### src/rtl/cp0_pkg.sv
// cp0_pkg: shared constants and types for the coprocessor-0 unit.
package cp0_pkg;

   // CP0 register indices
   localparam logic [4:0] CP0_COUNT   = 5'd9;
   localparam logic [4:0] CP0_COMPARE = 5'd11;
   localparam logic [4:0] CP0_STATUS  = 5'd12;
   localparam logic [4:0] CP0_CAUSE   = 5'd13;
   localparam logic [4:0] CP0_EPC     = 5'd14;

   // ExcCode values
   localparam logic [4:0] EXC_SYSCALL = 5'd8;
   localparam logic [4:0] EXC_BREAK   = 5'd9;
   localparam logic [4:0] EXC_TEQ     = 5'd13;

   // Cause field positions
   localparam int unsigned CAUSE_EXC_LSB   = 2;
   localparam int unsigned CAUSE_EXC_MSB   = 6;
   localparam int unsigned CAUSE_IP_LSB    = 8;
   localparam int unsigned CAUSE_IP_MSB    = 15;
   localparam int unsigned CAUSE_IP_SW_MSB = 9;
   localparam int unsigned CAUSE_IP_HW_LSB = 10;
   localparam int unsigned CAUSE_IP_TIMER  = 15;

   // Command selected for this cycle after priority resolution
   typedef enum logic [1:0] {
      CMD_NONE,
      CMD_EXC,
      CMD_RET,
      CMD_WR
   } cp0_cmd_e;

endpackage

### src/rtl/cp0_unit_if.sv
// cp0_unit_if: mfc0/mtc0/exception/eret bus between decode/execute and CP0.
interface cp0_unit_if;
   logic        we;
   logic        re;
   logic        exc_w;
   logic        ret_w;
   logic [4:0]  Rd;
   logic [4:0]  Wd;
   logic [4:0]  cause;
   logic [31:0] wdata;
   logic [31:0] pc_in;
   logic [31:0] rdata;
   logic [31:0] pcreg;
   logic [31:0] status;

   modport master (
      output we, re, exc_w, ret_w, Rd, Wd, cause, wdata, pc_in,
      input  rdata, pcreg, status
   );

   modport slave (
      input  we, re, exc_w, ret_w, Rd, Wd, cause, wdata, pc_in,
      output rdata, pcreg, status
   );
endinterface

### src/rtl/cp0_status_stack.sv
// cp0_status_stack: circular LIFO of saved Status words; a push when full
// overwrites the oldest entry so the most recent DEPTH levels survive.
module cp0_status_stack #(
   parameter int DEPTH = 4,
   parameter int WIDTH = 32
) (
   input  logic             clk,
   input  logic             rst,
   input  logic             push,
   input  logic             pop,
   input  logic [WIDTH-1:0] din,
   output logic [WIDTH-1:0] dout,
   output logic             empty,
   output logic             full
);

   localparam int PW = (DEPTH > 1) ? $clog2(DEPTH) : 1;
   localparam int CW = $clog2(DEPTH + 1);
   localparam logic [PW-1:0] LAST = PW'(DEPTH - 1);

   logic [WIDTH-1:0] mem [DEPTH];
   logic [PW-1:0]    wp_q;
   logic [CW-1:0]    cnt_q;
   logic [PW-1:0]    top;

   function automatic logic [PW-1:0] ptr_inc(input logic [PW-1:0] p);
      return (p == LAST) ? '0 : p + PW'(1);
   endfunction

   function automatic logic [PW-1:0] ptr_dec(input logic [PW-1:0] p);
      return (p == '0) ? LAST : p - PW'(1);
   endfunction

   assign top   = ptr_dec(wp_q);
   assign dout  = mem[top];
   assign empty = (cnt_q == '0);
   assign full  = (cnt_q == CW'(DEPTH));

   // Write pointer and fill count; when full, wp_q already points at the oldest slot
   always_ff @(posedge clk) begin
      if (!rst) begin
         wp_q  <= '0;
         cnt_q <= '0;
      end else if (push) begin
         wp_q <= ptr_inc(wp_q);
         if (!full) cnt_q <= cnt_q + CW'(1);
      end else if (pop && !empty) begin
         wp_q  <= top;
         cnt_q <= cnt_q - CW'(1);
      end
   end

   // Storage write, no reset needed since the count gates validity
   always_ff @(posedge clk) begin
      if (rst && push) mem[wp_q] <= din;
   end

endmodule

### src/rtl/cp0_unit.sv
// cp0_unit: Count/Compare timer, Status with nesting stack, Cause, EPC and
// interrupt request generation for the MIPS CPU.
module cp0_unit
   import cp0_pkg::*;
#(
   parameter int          STACK_DEPTH = 4,
   parameter int          NUM_HWIRQ   = 5,
   parameter logic [31:0] STATUS_RST  = 32'h0000_0701
) (
   input  logic                 clk,
   input  logic                 rst,
   cp0_unit_if.slave            bus,
   input  logic [NUM_HWIRQ-1:0] hw_irq,
   output logic                 irq_req,
   output logic                 stk_ovf,
   output logic                 stk_unf
);

   logic [31:0]          count_q, compare_q, status_q, epc_q;
   logic [4:0]           exc_code_q;
   logic [1:0]           ip_sw_q;
   logic                 ip_timer_q;
   logic [NUM_HWIRQ-1:0] hw_q;
   logic [31:0]          cause_val;
   logic [31:0]          stk_dout;
   logic                 stk_empty, stk_full;
   cp0_cmd_e             cmd;
   logic                 wr_count, wr_compare;

   // Resolve exc_w > ret_w > we into a single command
   always_comb begin
      cmd = CMD_NONE;
      if (bus.exc_w)      cmd = CMD_EXC;
      else if (bus.ret_w) cmd = CMD_RET;
      else if (bus.we)    cmd = CMD_WR;
   end

   assign wr_count   = (cmd == CMD_WR) && (bus.Wd == CP0_COUNT);
   assign wr_compare = (cmd == CMD_WR) && (bus.Wd == CP0_COMPARE);

   cp0_status_stack #(
      .DEPTH (STACK_DEPTH),
      .WIDTH (32)
   ) u_stack (
      .clk   (clk),
      .rst   (rst),
      .push  (cmd == CMD_EXC),
      .pop   (cmd == CMD_RET),
      .din   (status_q),
      .dout  (stk_dout),
      .empty (stk_empty),
      .full  (stk_full)
   );

   // Assemble Cause from its live fields
   always_comb begin
      cause_val = '0;
      cause_val[CAUSE_IP_TIMER]                       = ip_timer_q;
      cause_val[CAUSE_IP_HW_LSB +: NUM_HWIRQ]         = hw_q;
      cause_val[CAUSE_IP_SW_MSB:CAUSE_IP_LSB]         = ip_sw_q;
      cause_val[CAUSE_EXC_MSB:CAUSE_EXC_LSB]          = exc_code_q;
   end

   // mfc0 read mux
   always_comb begin
      bus.rdata = '0;
      if (bus.re) begin
         case (bus.Rd)
            CP0_COUNT:   bus.rdata = count_q;
            CP0_COMPARE: bus.rdata = compare_q;
            CP0_STATUS:  bus.rdata = status_q;
            CP0_CAUSE:   bus.rdata = cause_val;
            CP0_EPC:     bus.rdata = epc_q;
            default:     bus.rdata = '0;
         endcase
      end
   end

   assign bus.pcreg  = epc_q;
   assign bus.status = status_q;
   assign irq_req    = status_q[0] &
                       (|(cause_val[CAUSE_IP_MSB:CAUSE_IP_LSB] & status_q[15:8]));

   // Timer, compare-match latch and hw_irq sampling
   always_ff @(posedge clk) begin
      if (!rst) begin
         count_q    <= '0;
         compare_q  <= '0;
         ip_timer_q <= 1'b0;
         hw_q       <= '0;
      end else begin
         count_q <= wr_count ? bus.wdata : count_q + 32'd1;
         if (wr_compare) compare_q <= bus.wdata;
         if (wr_compare)                  ip_timer_q <= 1'b0;
         else if (count_q == compare_q)   ip_timer_q <= 1'b1;
         hw_q <= hw_irq;
      end
   end

   // Status, Cause, EPC and sticky stack flags
   always_ff @(posedge clk) begin
      if (!rst) begin
         status_q   <= STATUS_RST;
         epc_q      <= '0;
         exc_code_q <= '0;
         ip_sw_q    <= '0;
         stk_ovf    <= 1'b0;
         stk_unf    <= 1'b0;
      end else begin
         case (cmd)
            CMD_EXC: begin
               status_q   <= {status_q[26:0], 5'b0};
               exc_code_q <= bus.cause;
               epc_q      <= bus.pc_in;
               if (stk_full) stk_ovf <= 1'b1;
            end
            CMD_RET: begin
               if (stk_empty) begin
                  status_q <= STATUS_RST;
                  stk_unf  <= 1'b1;
               end else begin
                  status_q <= stk_dout;
               end
            end
            CMD_WR: begin
               case (bus.Wd)
                  CP0_STATUS: status_q <= bus.wdata;
                  CP0_EPC:    epc_q    <= bus.wdata;
                  CP0_CAUSE:  ip_sw_q  <= bus.wdata[CAUSE_IP_SW_MSB:CAUSE_IP_LSB];
                  default:    ;
               endcase
            end
            default: ;
         endcase
      end
   end

endmodule

### src/flat_wrapper.sv
// flat-port wrapper written by rule: the top's interface ports become plain ports
module cp0_unit_flat import cp0_pkg::*;
#(
   parameter int          STACK_DEPTH = 4,
   parameter int          NUM_HWIRQ   = 5,
   parameter logic [31:0] STATUS_RST  = 32'h0000_0701
)
  (clk, rst, hw_irq, irq_req, stk_ovf, stk_unf, bus_we, bus_re, bus_exc_w, bus_ret_w, bus_Rd, bus_Wd, bus_cause, bus_wdata, bus_pc_in, bus_rdata, bus_pcreg, bus_status);
  cp0_unit_if bus_i ();
  input  logic clk;
  input  logic rst;
  input  logic [NUM_HWIRQ-1:0] hw_irq;
  output logic irq_req;
  output logic stk_ovf;
  output logic stk_unf;
  input wire logic [$bits(bus_i.we)-1:0] bus_we;
  input wire logic [$bits(bus_i.re)-1:0] bus_re;
  input wire logic [$bits(bus_i.exc_w)-1:0] bus_exc_w;
  input wire logic [$bits(bus_i.ret_w)-1:0] bus_ret_w;
  input wire logic [$bits(bus_i.Rd)-1:0] bus_Rd;
  input wire logic [$bits(bus_i.Wd)-1:0] bus_Wd;
  input wire logic [$bits(bus_i.cause)-1:0] bus_cause;
  input wire logic [$bits(bus_i.wdata)-1:0] bus_wdata;
  input wire logic [$bits(bus_i.pc_in)-1:0] bus_pc_in;
  output wire logic [$bits(bus_i.rdata)-1:0] bus_rdata;
  output wire logic [$bits(bus_i.pcreg)-1:0] bus_pcreg;
  output wire logic [$bits(bus_i.status)-1:0] bus_status;
  assign bus_i.we = bus_we;
  assign bus_i.re = bus_re;
  assign bus_i.exc_w = bus_exc_w;
  assign bus_i.ret_w = bus_ret_w;
  assign bus_i.Rd = bus_Rd;
  assign bus_i.Wd = bus_Wd;
  assign bus_i.cause = bus_cause;
  assign bus_i.wdata = bus_wdata;
  assign bus_i.pc_in = bus_pc_in;
  assign bus_rdata = bus_i.rdata;
  assign bus_pcreg = bus_i.pcreg;
  assign bus_status = bus_i.status;
  cp0_unit #(.STACK_DEPTH(STACK_DEPTH), .NUM_HWIRQ(NUM_HWIRQ), .STATUS_RST(STATUS_RST)) u_core (.clk(clk), .rst(rst), .bus(bus_i), .hw_irq(hw_irq), .irq_req(irq_req), .stk_ovf(stk_ovf), .stk_unf(stk_unf));
endmodule
### config.mk
export PLATFORM = sky130hd
export DESIGN_NAME = cp0_unit_flat
export DESIGN_NICKNAME = d
export VERILOG_FILES = /design/src/rtl/cp0_pkg.sv /design/src/rtl/cp0_unit_if.sv /design/src/rtl/cp0_status_stack.sv /design/src/rtl/cp0_unit.sv /design/src/flat_wrapper.sv
export SDC_FILE = /design/constraint.sdc
export NUM_CORES = 1
export LEC_CHECK = 0
export CELL_PAD_IN_SITES_DETAIL_PLACEMENT = 0
export CELL_PAD_IN_SITES_GLOBAL_PLACEMENT = 1
export CORE_ASPECT_RATIO = 0.6
export CORE_MARGIN = 3
export CORE_UTILIZATION = 45
export DETAILED_ROUTE_END_ITERATION = 7
export PLACE_DENSITY = 0.91
export SYNTH_ARGS = -nofsm -noshare
export SYNTH_HDL_FRONTEND = slang
export SYNTH_SLANG_ARGS = --single-unit
### constraint.sdc
create_clock -name clk -period 6.3 [get_ports clk]
set_input_delay 1.26 -clock clk [delete_from_list [all_inputs] [get_ports clk]]
set_output_delay 1.26 -clock clk [all_outputs]
set_load 0.005 [all_outputs]
==> results.ini, run 1 <==
[synth]
netlist_area_um2=12710
synth_edf_count=128
ys_types=56
synth_top_area_cell=edfxtp_1
synthCells=1151
ys_ff_latch=276
yosysSeqAreaShare_pct=53.56
syn_nets=1250
yosys-top-cells-area=edfxtp_1 (30%), dfxtp_1 (23%), mux4_2 (5.7%)
synth_ff_type=dfxtp_1
syn_area_per_cell_um2=11.04
synth_top_area_share_pct=30.25
ys.warnings.count=0
synthArstFlopShare_pct=0

[global_route]
antenna_found_initial=2
grt.overflow.total=0
grt_pass1_wl_um=62340
grt_pass1_vias=9856
grt_start_max_net_pins=65
groute.usage.overall_pct=26.84

[worst_setup_path]
r2r_slack_ps=3560
critical_path.max_fanout=32
crit_family=buffers and inverters
cp.arrival_ps=3800
crit_buf_inv=4
crit_cells=7
cp_data_required_time_ps=5040
endpoint=bus_rdata[10]
reg2reg_depth=7
endpoint_kind=output pin
path_class=in2out
startpoint=bus_Rd[0]
r2r_end=u_core.bus.status[3]
critPathLaunchType=input port
cpPeakStageDelay_ps=560
timing.rr.start=u_core.u_stack.wp_q[0]
crit_slowest_cell=clkdlybuf4s50_1
crit_chain=clkdlybuf4s50_1 > buf_4 > nor4bb_4 > buf_4 > a22oi_1 > a21oi_1 > clkdlybuf4s50_1

[power_and_ir_drop]
p_seq_share_pct=48.7
combPwrFrac_pct=13.7
swShare_pct=25.57
leakagePower_uw=0.005199
p_int_uw=3225
peakVddDrop_uv=159.2
p_sw_uw=1108
clockPowerShare_pct=37.6
p_per_area_nw_per_um2=275.1

[finish]
final_common_cell=clkdlybuf4s50_1
drive_gt1_share_pct=11.81
final_cell_mix=clkdlybuf4s50_1 (187), dfxtp_1 (148), edfxtp_1 (128)
final_nets=1400
area_growth_pct=23.95
n_antenna_cell=0
final_cells=1681
postLayoutCellArea_um2=15750
fill_cells=2249

[detailed_routing]
drt-vias-per-instance=6.146
detail_route.wl_per_cell_um=24.61
ant_nets=0
first_pass_iters=6
drt_iter0_drc=1374
vias=10330
drc=0
drt_wl_total_um=41360

[sta]
fmax_ghz=0.1975
finalMaxSlewViolations=0
worst_pin_slew_ps=1077
finalSetupTns_ps=0
post-route-min-period_ps=5063
rsz0062_at_grt=false
hold_viol=0
fin_skew_ps=9.824
period_share_pct=80.36
slew_headroom_pct=28.22
fin_hold_ws_ps=453.3
setup_viol=0

[placed_design]
placed_cells=1633
placed_area_um2=14890
gp_congestion=0.9488
port_buffers=188
dp_hpwl_um=28120

[outcome]
status=finished clean

[clock_network]
cts_tree=done
clk_pin_slew_ps=60
hold_buffers=0
cts_made_buffers=26
clk_latency_ps=540
cts_max_level=1
ctsResizeCount=0
clock-sinks=276
clockRootBuffer=clkbuf_16
cts_setup_buffers=0
cts_max_path_buffers=3

[floorplan]
start_util_pct=46.88
die_x_um=223.0
die_h_um=136.2
coreArea_um2=27110
row_count=46
pin_count=189
dieArea_um2=30360

[job]
drv_cap=0

[min_path]
holdCritPathClass=reg2reg

==> cell families after synthesis <==
| family | share of synthesized area (%) |
|---|---|
| adder cells (fa/ha/maj) | 0.9452 |
| AND/OR/NAND/NOR | 11.78 |
| XOR/XNOR | 4.411 |
| multiplexers | 12.46 |
| flip-flops | 53.56 |
| AO/OA/AOI/OAI | 13.60 |
| buffers and inverters | 3.249 |
==> synthesized netlist by cell type, types with 4 or more instances <==
cell type  instances
mux4_2            32
clkbuf_1          58
nor3_1             4
and2_1             6
nand2_1          126
buf_1              5
a22oi_1           24
edfxtp_1         128
nor2b_1           26
nand3_1           10
o21ai_1           10
xor2_1            23
ha_1               8
and3_1             9
buf_2             21
o22ai_1           24
inv_1             12
o21ai_0           43
nor2_1            92
a21oi_1           95
mux2i_1           39
dfxtp_1          148
a222oi_1          19
xnor2_1           41
nand4_1           19
a211oi_1          46
mux2_2            42
==> power groups by stage <==
stage	Combinational, uW	Clock [uW]	Sequential (uW)
after floorplan	312	0	2090
after global placement	576	0	2140
after detailed placement	587	0	2150
after CTS	592	1640	2110
after global routing	637	1720	2120
final	594	1630	2110
==> flip-flops by register name, indices dropped and copies added, names as in the netlist <==
name	cells
u_core.compare_q	32
u_core.bus.status	32
u_core.count_q	32
u_core.ip_sw_q	2
u_core.ip_timer_q	1
u_core.bus.pcreg	32
u_core.hw_q	5
u_core.u_stack.mem	128
u_core.u_stack.wp_q	2
u_core.exc_code_q	5
u_core.stk_ovf	1
u_core.stk_unf	1
u_core.u_stack.cnt_q	3
==> final cells by class <==
| class | count | area [um2] | area share [%] |
|---|---|---|---|
| Clock buffer | 35 | 705.7 | 4.480 |
| Clock inverter | 13 | 160.2 | 1.017 |
| Inverter | 13 | 48.80 | 0.3098 |
| Multi-Input combinational cell | 775 | 5547 | 35.21 |
| Sequential cell | 276 | 6807 | 43.21 |
| Tap cell | 360 | 450.4 | 2.859 |
| Timing Repair Buffer | 209 | 2034 | 12.92 |
==> tightest hold or removal path, cell delays in order, from the launching register on <==
cell and delay, ps:
dfxtp_1 310, inv_1 50, a21oi_1 50
==> per-layer routing <==
layer  up-vias  GRT usage, %  wire, um
li1       4562             -         -
met1      5066         40.07     18100
met2       613         40.63     17860
met3        86         5.481      4341
met4         4         5.573      1031
met5         -             0        27
==> worst min-delay path by stage <==
stage | startpoint | to | cells after the start
2_1_floorplan | u_core.stk_unf | u_core.stk_unf | 2
3_3_place_gp | u_core.stk_unf | u_core.stk_unf | 2
3_5_place_dp | u_core.stk_unf | u_core.stk_unf | 2
4_1_cts | u_core.stk_unf | u_core.stk_unf | 2
5_1_grt | u_core.stk_unf | u_core.stk_unf | 2
6_report | u_core.stk_unf | u_core.stk_unf | 2
==> through the flow <==
stage / setup slack, ps / total power [uW] / util, %
after detailed placement: 1251 / 2732 / 54.92
after global routing: 1182 / 4475 / 58.11
final: 1237 / 4333 / 58.11
after global placement: 1267 / 2717 / 54.92
after floorplan: 2542 / 2402 / -
after CTS: 1257 / 4338 / 58.11
(Power assumes the default switching activity.)
==> run 2, diff against run 1 <==
Settings changed: CORE_UTILIZATION 45 to 43, PLACE_DENSITY 0.91 to 0.88.
Clock period 6.3 ns to 5.2 ns, I/O delays scaled along.
==> run 2 against run 1 <==
Combinational power grew 23%. Critical endpoint is now bus_rdata[26]. Design area grew 1.1%. Die area increased by 4.5%. Largest power group unchanged. Clock power grew 21%. Clock skew grew 0.57 ps. Setup slack got worse by 570 ps. Clock-buffer cell count stayed put. Register-to-register slack worse by 990 ps. Via count increased by 0.20%. Flip-flop and latch count did not move.
==> results.ini, run 2 (same netlist as run 1, synthesis figures left out) <==
[power_and_ir_drop]
peakVddDrop_uv=264.0  ; +66%
p_per_area_nw_per_um2=330.5  ; +20%
clockPowerShare_pct=37.6  ; about the same
swShare_pct=25.76  ; +0.19 points
leakagePower_uw=0.005263  ; +1.2%
p_seq_share_pct=48.5  ; -0.2 points
p_sw_uw=1356  ; +22%
combPwrFrac_pct=13.8  ; about the same
p_int_uw=3907  ; +21%

[floorplan]
start_util_pct=43.90  ; -3.0 points
dieArea_um2=31720  ; +4.5%
die_h_um=139.2  ; +2.2%
die_x_um=227.9  ; +2.2%
coreArea_um2=28950  ; +6.8%
row_count=48  ; +4.3%
pin_count=189  ; unchanged

[outcome]
status=finished clean

[sta]
fmax_ghz=0.2205
fin_skew_ps=10.39  ; +0.5654 ps
finalMaxSlewViolations=0  ; unchanged
fin_ws_ps=665.1  ; -572.2 ps
setup_viol=0  ; unchanged
rsz0062_at_grt=false
slew_headroom_pct=31.26  ; +3.0 points
finalSetupTns_ps=0  ; unchanged
post-route-min-period_ps=4535
worst_pin_slew_ps=1031  ; -45.59 ps
hold_viol=0  ; unchanged
period_share_pct=87.21

[worst_setup_path]
crit_slowest_cell=nor4bb_4
reg2reg_depth=7  ; unchanged
endpoint_kind=output pin
crit_buf_inv=4  ; unchanged
crit_cells=7  ; unchanged
cp.arrival_ps=3490  ; -310 ps
cp_data_required_time_ps=4160  ; -880 ps
cpPeakStageDelay_ps=600  ; +40 ps
path_class=in2out
critPathLaunchType=input port
critical_path.max_fanout=15  ; -53%
crit_family=buffers and inverters
crit_chain=clkdlybuf4s50_1 > nor4bb_4 > buf_4 > buf_4 > a222oi_1 > nor2_1 > clkdlybuf4s50_1

[placed_design]
dp_hpwl_um=28860  ; +2.7%
placed_cells=1679  ; +2.8%
port_buffers=188  ; unchanged
dp_slack_ps=695.3  ; -556.1 ps
gp_congestion=0.8800  ; -7.3%

[detailed_routing]
detail_route.wl_per_cell_um=24.16  ; -1.8%
drt_wl_total_um=41730  ; +0.88%
vias=10350  ; +0.20%
drc=0  ; unchanged
ant_nets=0  ; unchanged
first_pass_iters=6  ; unchanged
drt_iter0_drc=1293  ; -5.9%
drt-vias-per-instance=5.994  ; -2.5%

[finish]
area_growth_pct=25.29
regMostFlops=u_core.u_stack.mem
final_nets=1406  ; +0.43%
final_common_cell=clkdlybuf4s50_1
final_cell_mix=clkdlybuf4s50_1 (187), dfxtp_1 (148), edfxtp_1 (128)
drive_gt1_share_pct=12.21  ; +0.40 points
fill_cells=2495  ; +11%
largest_register_ffs=128  ; unchanged
n_antenna_cell=0  ; unchanged
final_cells=1727  ; +2.7%

[clock_network]
cts_max_path_buffers=3  ; unchanged
hold_buffers=0  ; unchanged
ctsResizeCount=0  ; unchanged
clk_pin_slew_ps=70  ; about the same
cts_tree=done
cts_made_buffers=26  ; unchanged
clock-sinks=276  ; unchanged
clockRootBuffer=clkbuf_16
clk_latency_ps=540  ; about the same
cts_max_level=1  ; unchanged
cts_setup_buffers=0  ; unchanged

[job]
drv_cap=0  ; unchanged

[global_route]
grtUsageMet2_pct=38.66  ; -2.0 points
top_usage_layer=met2
grt_pass1_wl_um=62710  ; +0.59%
use_met3_pct=6.691  ; +1.2 points
groute.usage.overall_pct=25.67  ; -1.2 points
grt_pass1_vias=9904  ; +0.49%
use_met1_pct=37.13  ; -2.9 points
grt_start_max_net_pins=64  ; -1.5%
antenna_found_initial=1  ; -1
grt.overflow.total=0  ; unchanged

[min_path]
holdCritPathClass=reg2reg
hold_depth=2  ; unchanged

[run 2: metrics by stage]
| stage | power, uW | hold WS [ps] | area, um2 | util [%] |
|---|---|---|---|---|
| floorplan | 2910 | 442.1 | 12710 | - |
| global placement | 3297 | 442.0 | 15040 | 51.95 |
| detailed placement | 3319 | 441.2 | 15040 | 51.95 |
| CTS | 5275 | 451.3 | 15920 | 55.01 |
| global route | 5438 | 484.2 | 15920 | 55.01 |
| finish | 5262 | 445.1 | 15920 | 55.01 |
[run 2: metal layers]
layer / part of all wire (%) / up-vias
met4: 2.5 / 2
met1: 44 / 5058
met3: 11 / 70
met5: 0.048 / -
met2: 43 / 643
li1: - / 4579
[run 2: final timing paths]
kind	startpoint	endpoint	slack, ps
worst min-delay path	u_core.stk_unf	u_core.stk_unf	450
worst min register to register	u_core.stk_unf	u_core.stk_unf	450
worst max register to register	u_core.u_stack.wp_q[0]	u_core.bus.status[14]	2570
worst max-delay path	bus_Rd[3]	bus_rdata[26]	670
[run 2: worst register-to-register path: stages (launching register included)]
cell and delay [ps]:
dfxtp_1 440, inv_2 100, ha_2 220, nor2_4 490, buf_4 520, mux4_2 570
nand2_1 100, a21oi_1 70
[run 2: power groups by stage]
stage	sequential, uW	clock [uW]	combinational (uW)
after floorplan	2530	0	378
after global placement	2590	0	704
after detailed placement	2600	0	720
after CTS	2550	2000	724
after global routing	2570	2090	779
final	2550	1980	728
[run 2: cell type report]
class / count / area [um2] / area share [%]
sequential: 276 / 6807 / 42.75
multi-input combinational: 775 / 5542 / 34.80
timing repair buffer: 215 / 2142 / 13.45
clock buffer: 35 / 735.7 / 4.620
tap: 400 / 500.5 / 3.143
clock inverter: 13 / 147.6 / 0.9272
inverter: 13 / 48.80 / 0.3065
==> run 3, diff against run 2 <==
Settings changed: CAP_MARGIN set to 0, CORE_UTILIZATION 43 to 45, DONT_BUFFER_PORTS set to 1, GPL_TIMING_DRIVEN set to 0, PLACE_DENSITY 0.88 to 0.8.
==> run 3 against run 2 <==
Cell count decreased by 9.6%. Fmax increased by 3.9%. Via count decreased by 4.3%. Wire length increased by 6.7%. Utilization decreased by 3.3 points. Sequential power about the same. Critical endpoint unchanged. Critical path depth decreased by 2. Clock-buffer cell count decreased by 1. Register-to-register slack improved by 50 ps. Total power decreased by 4.1%. Clock power decreased by 2%. Clock skew increased by 14 ps.
==> results.ini, run 3 (same netlist as run 1, synthesis figures left out) <==
[placed_design]
dp_hpwl_um=33760  ; +17%
port_buffers=0  ; -100%
gp_congestion=1.005  ; +14%
placed_cells=1511  ; -10%

[sta]
finalMaxSlewViolations=0  ; unchanged
worst_pin_slew_ps=1141  ; +110.0 ps
finalSetupTns_ps=0  ; unchanged
rsz0062_at_grt=false
setup_viol=0  ; unchanged
period_share_pct=83.94  ; -3.3 points
fmax_ghz=0.2291  ; +3.9%
hold_viol=0  ; unchanged
post-route-min-period_ps=4365  ; -169.8 ps
slew_headroom_pct=23.92  ; -7.3 points
fin_skew_ps=23.97  ; +13.58 ps

[clock_network]
cts_max_path_buffers=3  ; unchanged
cts_setup_buffers=0  ; unchanged
ctsResizeCount=0  ; unchanged
clockRootBuffer=clkbuf_16
cts_tree=done
clk_latency_ps=570  ; +30 ps
hold_buffers=0  ; unchanged
clock-sinks=276  ; unchanged
clk_pin_slew_ps=70  ; about the same
cts_made_buffers=26  ; unchanged
cts_max_level=1  ; unchanged

[detailed_routing]
ant_nets=0  ; unchanged
drt_wl_total_um=44530  ; +6.7%
drc=0  ; unchanged
drt-vias-per-instance=6.345  ; +5.8%
vias=9904  ; -4.3%
dr_wl_met3_um=6817  ; +49%
dr_wl_met2_um=17660  ; -1.4%
detail_route.wl_per_cell_um=28.52  ; +18%
drt_iter0_drc=1625  ; +26%
wl_met1_um=18670  ; +2.7%
highest_layer=met5
first_pass_iters=7  ; +1

[min_path]
hold_depth=2  ; unchanged
hold_end=u_core.compare_q[9]
worstHoldStart=u_core.compare_q[9]
holdCritPathClass=reg2reg

[outcome]
status=finished clean

[global_route]
grt_pass1_wl_um=64450  ; +2.8%
grt_start_max_net_pins=33  ; -48%
grt.overflow.total=0  ; unchanged
grt_pass1_vias=9486  ; -4.2%
antenna_found_initial=3  ; +2
groute.usage.overall_pct=28.75  ; +3.1 points

[job]
drv_cap=0  ; unchanged

[worst_setup_path]
crit_buf_inv=1  ; -3
crit_chain=nand3b_1 > nor3_2 > clkbuf_1 > a222oi_1 > nor2_1
startpoint=bus_Rd[4]
timing.rr.start=u_core.u_stack.wp_q[0]
cpPeakStageDelay_ps=890  ; +290 ps
r2r_end=u_core.bus.status[4]
critPathLaunchType=input port
cp_data_required_time_ps=4160  ; about the same
cp.arrival_ps=3330  ; -160 ps
crit_slowest_cell=nor3_2
critical_path.max_fanout=10  ; -5
endpoint_kind=output pin
reg2reg_depth=7  ; unchanged
r2r_slack_ps=2620  ; +50 ps
path_class=in2out
crit_family=simple AND/OR/NAND/NOR gates

[finish]
final_nets=1278  ; -9.1%
regMostFlops=u_core.u_stack.mem
drive_gt1_share_pct=13.09  ; +0.89 points
final_cell_mix=dfxtp_1 (148), edfxtp_1 (128), nand2_1 (126)
fill_cells=2446  ; -2.0%
final_common_cell=dfxtp_1
final_cells=1561  ; -9.6%
largest_register_ffs=128  ; unchanged
area_growth_pct=10.29

[floorplan]
start_util_pct=46.88  ; +3.0 points
row_count=46  ; -4.2%
die_x_um=223.0  ; -2.2%
coreArea_um2=27110  ; -6.4%
dieArea_um2=30360  ; -4.3%
pin_count=189  ; unchanged
die_h_um=136.2  ; -2.2%

[power_and_ir_drop]
peakVddDrop_uv=281.3  ; +6.5%
p_per_area_nw_per_um2=360.0  ; +8.9%
leakagePower_uw=0.004560  ; -13%

[run 3: cell count changes in the layout (fill, tap and decap cells not counted), sizes merged, moves of 2 or more]
cell | previous run | this run
clkdlybuf4s50 | 187 | 0
clkinvlp | 1 | 4
diode | 0 | 2
clkbuf | 35 | 92
[run 3: area by class of cell]
class                      instances  area, um2  area share, %
sequential                       276       6807          48.56
buffer                            87      364.1          2.598
clock buffer                      34      721.9          5.151
tap                              360      450.4          3.214
multi-input combinational        775       5494          39.20
clock inverter                    14      125.1         0.8927
antenna                            2      5.005        0.03571
inverter                          13      48.80         0.3482
[run 3: per-layer routing]
metal,vias to the layer above,track usage (%)
li1,4314,-
met1,4849,41.14
met4,2,8.042
met2,657,39.40
met3,82,12.60
met5,-,0
[run 3: worst max-delay path by stage]
stage / cells after the start / end
floorplan: 5 / bus_rdata[1]
global placement: 5 / u_core.u_stack.mem[2][21]
detailed placement: 5 / bus_rdata[24]
CTS: 5 / bus_rdata[24]
global route: 5 / bus_rdata[24]
finish: 5 / bus_rdata[26]
[run 3: stage by stage]
| step | setup slack [ps] | hold WS, ps | power (uW) | util (%) | cell area (um2) |
|---|---|---|---|---|---|
| 2_1_floorplan | 1882 | 442.1 | 2910 | - | 12710 |
| 3_3_place_gp | 1055 | 464.8 | 3118 | 48.54 | 13160 |
| 3_5_place_dp | 1061 | 471.4 | 3135 | 48.56 | 13160 |
| 4_1_cts | 1057 | 481.1 | 5043 | 51.68 | 14010 |
| 5_1_grt | 818.7 | 506.5 | 5196 | 51.70 | 14020 |
| 6_report | 834.9 | 484.1 | 5045 | 51.70 | 14020 |
[run 3: worst register-to-register path: cells and delay by family, from the launching register on]
family                     cells  cell delay (ps)
AOI/OAI and AO/OA              2              320
adders and majority gates      1              280
DFF                            1              430
buffers and inverters          3             1040
muxes                          1              410
[run 3: where the power goes]
group          switching (uW)  internal, uW  total, uW
Sequential                165          2400       2570
Combinational             326           210        536
Clock                     864          1080       1940
Total                    1350          3690       5050
